[src/rtl/piso_sched.sv]
// Two-source round-robin scheduler driving a DW-bit parallel-in/serial-out shifter.
// Each word is sent as one load cycle and DW shift cycles, optionally followed by GAP idle cycles.
module piso_sched #(
    parameter int DW  = 4,
    parameter int GAP = 0
) (
    input  logic          clk,
    input  logic          rst,
    input  logic          req0_valid,
    input  logic [DW-1:0] req0_data,
    output logic          req0_ready,
    input  logic          req1_valid,
    input  logic [DW-1:0] req1_data,
    output logic          req1_ready,
    output logic          sh_sel,
    output logic [DW-1:0] sh_data,
    output logic          bit_vld,
    output logic          bit_src,
    output logic          frame_last,
    output logic          busy
);
    localparam int            CW       = (DW > 1) ? $clog2(DW) : 1;
    localparam logic [CW-1:0] CNT_LAST = CW'(DW - 1);
    localparam logic [3:0]    GAP_LOAD = 4'((GAP > 0) ? (GAP - 1) : 0);
    localparam logic          HAS_GAP  = (GAP > 0);

    typedef enum logic [1:0] {
        ST_IDLE  = 2'd0,
        ST_LOAD  = 2'd1,
        ST_SHIFT = 2'd2,
        ST_GAP   = 2'd3
    } state_t;

    state_t        state_r;
    logic [CW-1:0] cnt_r;
    logic [3:0]    gap_r;
    logic          cur_src_r;
    logic          last_src_r;
    logic          pick1_s;
    logic          hs_s;
    logic [DW-1:0] hs_data_s;

    // Round-robin pick: on a tie the source not served last wins
    always_comb begin
        pick1_s = 1'b0;
        if (req0_valid && req1_valid) begin
            pick1_s = ~last_src_r;
        end else begin
            pick1_s = req1_valid;
        end
        req0_ready = (state_r == ST_IDLE) && rst && req0_valid && !pick1_s;
        req1_ready = (state_r == ST_IDLE) && rst && req1_valid && pick1_s;
        hs_s       = req0_ready || req1_ready;
        hs_data_s  = pick1_s ? req1_data : req0_data;
    end

    // Sequencer, shifter drive and strobes delayed to line up with the shifter's registered outbit
    always_ff @(posedge clk) begin
        if (!rst) begin
            state_r    <= ST_IDLE;
            cnt_r      <= '0;
            gap_r      <= 4'd0;
            cur_src_r  <= 1'b0;
            last_src_r <= 1'b1;
            sh_sel     <= 1'b0;
            sh_data    <= '0;
            bit_vld    <= 1'b0;
            bit_src    <= 1'b0;
            frame_last <= 1'b0;
            busy       <= 1'b0;
        end else begin
            bit_vld    <= (state_r == ST_SHIFT);
            bit_src    <= cur_src_r;
            frame_last <= (state_r == ST_SHIFT) && (cnt_r == CNT_LAST);
            case (state_r)
                ST_IDLE: begin
                    sh_sel <= 1'b0;
                    if (hs_s) begin
                        sh_data    <= hs_data_s;
                        cur_src_r  <= pick1_s;
                        last_src_r <= pick1_s;
                        cnt_r      <= '0;
                        state_r    <= ST_LOAD;
                        busy       <= 1'b1;
                    end else begin
                        state_r <= ST_IDLE;
                        busy    <= 1'b0;
                    end
                end
                ST_LOAD: begin
                    state_r <= ST_SHIFT;
                    sh_sel  <= 1'b1;
                    busy    <= 1'b1;
                end
                ST_SHIFT: begin
                    cnt_r <= cnt_r + CW'(1);
                    if (cnt_r == CNT_LAST) begin
                        sh_sel <= 1'b0;
                        if (HAS_GAP) begin
                            state_r <= ST_GAP;
                            gap_r   <= GAP_LOAD;
                            busy    <= 1'b1;
                        end else begin
                            state_r <= ST_IDLE;
                            busy    <= 1'b0;
                        end
                    end else begin
                        state_r <= ST_SHIFT;
                        sh_sel  <= 1'b1;
                        busy    <= 1'b1;
                    end
                end
                ST_GAP: begin
                    sh_sel <= 1'b0;
                    if (gap_r == 4'd0) begin
                        state_r <= ST_IDLE;
                        busy    <= 1'b0;
                    end else begin
                        gap_r <= gap_r - 4'd1;
                        busy  <= 1'b1;
                    end
                end
                default: begin
                    state_r <= ST_IDLE;
                    sh_sel  <= 1'b0;
                    busy    <= 1'b0;
                end
            endcase
        end
    end
endmodule

[config.mk]
export PLATFORM = sky130hd
export DESIGN_NAME = piso_sched
export DESIGN_NICKNAME = d
export VERILOG_FILES = /design/src/rtl/piso_sched.sv
export SDC_FILE = /design/constraint.sdc
export NUM_CORES = 1
export LEC_CHECK = 0
export CAP_MARGIN = 20
export CORE_MARGIN = 4
export CORE_UTILIZATION = 49
export CTS_BUF_LIST = sky130_fd_sc_hd__clkbuf_4 sky130_fd_sc_hd__clkbuf_8
export DETAILED_ROUTE_END_ITERATION = 16
export PLACE_DENSITY = 0.81
export SYNTH_ARGS = -nofsm -noshare
export SYNTH_HDL_FRONTEND = slang
export SYNTH_SLANG_ARGS = --single-unit
[constraint.sdc]
create_clock -name clk -period 1.5 [get_ports clk]
set_input_delay 0.45 -clock clk [delete_from_list [all_inputs] [get_ports clk]]
set_output_delay 0.45 -clock clk [all_outputs]
set_load 0.005 [all_outputs]
==> flow_summary_export.csv <==
group,metric,value,unit
status,outcome,"finished, violations left",
status,failed_checks,"negative setup slack",
critical_path,cp_max_fo,2,
die,rows,14,
power_and_ir_drop,leakagePower,0.532,nW
die,initial_core_util,0.539,
run,drv_cap,0,
placed_design,port_buffers,22,
hold_path,hold_path_class,"reg -> reg",
route,wl,1940,um
layout,layout_common_cells,"dfxtp_1 (13), buf_4 (13), dlygate4sd2_1 (12), a21oi_1 (8), clkdlybuf4s50_1 (8)",
timing,finClkSkew,0.0109,ns
die,io_pins,23,
layout,syn_to_final_growth,40.9,%
route,drc_errors,0,
placed_design,place_congestion,0.762,
critical_path,crit_end,"req0_ready",
timing,post-route-min-period,1.69,ns
placed_design,dpl.hpwl,1380,um
timing,drv_slew,0,
timing,grt_setup_unrepaired,"yes",
layout,multi_input_area,449,um^2
critical_path,worst_setup_path_start_kind,"input port",
layout,seq_area,390,um^2
global_route,grt_max_degree,13,
synth,synthesis.area,850,um^2
layout,fin_nets,141,
global_route,grt_pass1_wl,3120,um
layout,fillers,121,
global_route,grt_use_total,0.168,
layout,layout-drive-gt1-share,0.286,
cts,clk_latency,0.30,ns
synth,syn_inst,90,
route,first_pass_iters,4,
route,via_per_inst,5.45,
timing,fin_crit_sh,1.13,
route,postRouteAntennaNets,0,
critical_path,worstReg2RegStart,"gap_r[0]",
timing,setup_ws,-0.192,ns
timing,setup-violations-final,2,
synth,synth.yosys.seq_area_share,0.448,
critical_path,reg2reg_to,"gap_r[3]",
cts,cts_tree,"done",
critical_path,arrival,1.24,ns
critical_path,path_class,"in -> out",
global_route,grt_pass1_vias,755,
timing,relSlewSlack,0.727,
placed_design,place_ws,-0.775,ns
critical_path,ff2ff_path_depth,3,
layout,antennaDiodeCount,0,
power_and_ir_drop,peakVddDrop,0.000633,V
die,die_w,49.6,um
timing,hold_ws,0.490,ns
cts,clock-root-buffer,"clkbuf_4",
synth,yosys_warnings,0,
die,die_area,0.00246,mm^2
cts,numCtsBuffers,3,
die,coreArea,0.00158,mm^2
critical_path,endpoint_kind,"output pin",
global_route,grt_overflow_total,0,
synth,syn_avg_cell_area,9.44,um^2
route,drt_iter0_markers,17,
synth,syn_nets,104,
critical_path,startpoint,"rst",
timing,worst_slew_pin_slew,0.409,ns
die,die_y,49.6,um
cts,cts_sinks,19,
route,via_count,774,
critical_path,required,1.05,ns
cts,cts_buffer_depth,2,
synth,synth.distinct_cells,30,
power_and_ir_drop,powerDensity,901,mW/mm^2
critical_path,ff2ff_setup_slack,0.11,ns
synth,ys_ff_latch,19,
global_route,grt_antenna_before_repair,0,
timing,hold_violations,0,
cts,htree_levels,1,
cts,clk_pin_slew,0.12,ns
route,drt-wirelength-per-cell,13.7,um
timing,max_freq,591,MHz
cts,postCtsHoldBufs,0,
## worst max-delay path: stages
cell and delay, ns:
dlygate4sd2_1 0.22, nor3b_4 0.19, buf_4 0.15, nand2_2 0.05, nor2_2 0.08, buf_2 0.11
## synthesized netlist by cell type, drive strengths merged
library cell,instances,area (um^2)
nand3b,1,7.51
xor2,1,8.76
a211oi,4,30.0
or2,1,6.26
ha,2,25.0
clkbuf,1,13.8
a311oi,1,8.76
nor2,7,33.8
and2,3,18.8
nand3,2,10.0
a21oi,9,45.0
mux2i,4,40.0
buf,2,15.0
o211ai,3,22.5
a22oi,1,7.51
nand2,6,22.5
a21boi,1,11.3
nand2b,2,12.5
nor3b,3,27.5
o21ai,4,20.0
dfxtp,19,380
o2111ai,1,8.76
or4,1,7.51
nor2b,2,12.5
and3,1,6.26
or3b,3,26.3
inv,4,15.0
or3,1,6.26
## worst min path at each step
stage / startpoint / to / slack (ns) / cells after the start
2_1_floorplan: cur_src_r / bit_src / 0.43 / 1
3_3_place_gp: cur_src_r / bit_src / 0.44 / 1
4_1_cts: cur_src_r / bit_src / 0.49 / 1
5_1_grt: cur_src_r / bit_src / 0.52 / 1
3_5_place_dp: cur_src_r / bit_src / 0.47 / 1
6_report: cur_src_r / bit_src / 0.49 / 1
## layout make-up
cell class	count	area share
Inverter	4	0.0125
Multi-Input combinational cell	64	0.375
Timing Repair Buffer	35	0.245
Sequential cell	19	0.326
Clock buffer	3	0.0188
Clock inverter	1	0.00627
Tap cell	16	0.0167
## logic make-up (layout without fill, tap and decap cells)
kind of cell               count (synthesis)  count (layout)  synth area share
AOI/OAI and AO/OA                         24              24             0.181
buffers and inverters                      7              43            0.0515
muxes                                      4               4            0.0471
and+or+nand+nor                           33              33             0.233
adders and majority gates                  2               2            0.0295
xor gates and xnor gates                   1               1            0.0103
DFF                                       19              19             0.448
## registers in the layout, summed over array words and instances, names as in the netlist
signal,count
bit_src,1
bit_vld,1
busy,1
cnt_r,2
cur_src_r,1
frame_last,1
gap_r,4
last_src_r,1
sh_data,4
sh_sel,1
state_r,2
## where the power goes
| group | total, mW | internal [mW] | switching [mW] |
|---|---|---|---|
| combinational | 0.250 | 0.138 | 0.112 |
| clock | 0.266 | 0.101 | 0.165 |
| sequential | 0.563 | 0.543 | 0.0195 |
| total | 1.08 | 0.782 | 0.296 |
## metrics by stage
step / power [mW] / cells / util / setup TNS [ns] / area [um^2]
floorplan: 0.689 / 90 / - / 0 / 850
detailed placement: 0.813 / 134 / 0.716 / -6.29 / 1130
finish: 1.08 / 142 / 0.760 / -0.257 / 1200
global placement: 0.808 / 134 / 0.716 / -6.11 / 1130
global route: 1.15 / 142 / 0.760 / -0.408 / 1200
CTS: 1.09 / 143 / 0.753 / -0.275 / 1190
## repair_timing
| action | CTS | global route |
|---|---|---|
| endpoints found under the hold margin | 0 | 0 |
| pin swaps | 3 | 2 |
| gates resized for setup | 27 | 7 |
| cloned | 0 | 0 |
| endpoints found under the setup margin | 20 | 10 |
| setup buffers | 5 | 0 |
## routing by layer
metal | track usage | up-vias | part of all wire
met2 | 0.280 | 21 | 0.49
met1 | 0.189 | 356 | 0.44
met3 | 0.0452 | 2 | 0.067
met5 | 0 | - | 0
met4 | 0.101 | 0 | 0.0067
li1 | - | 395 | -
(Power assumes the default switching activity.)
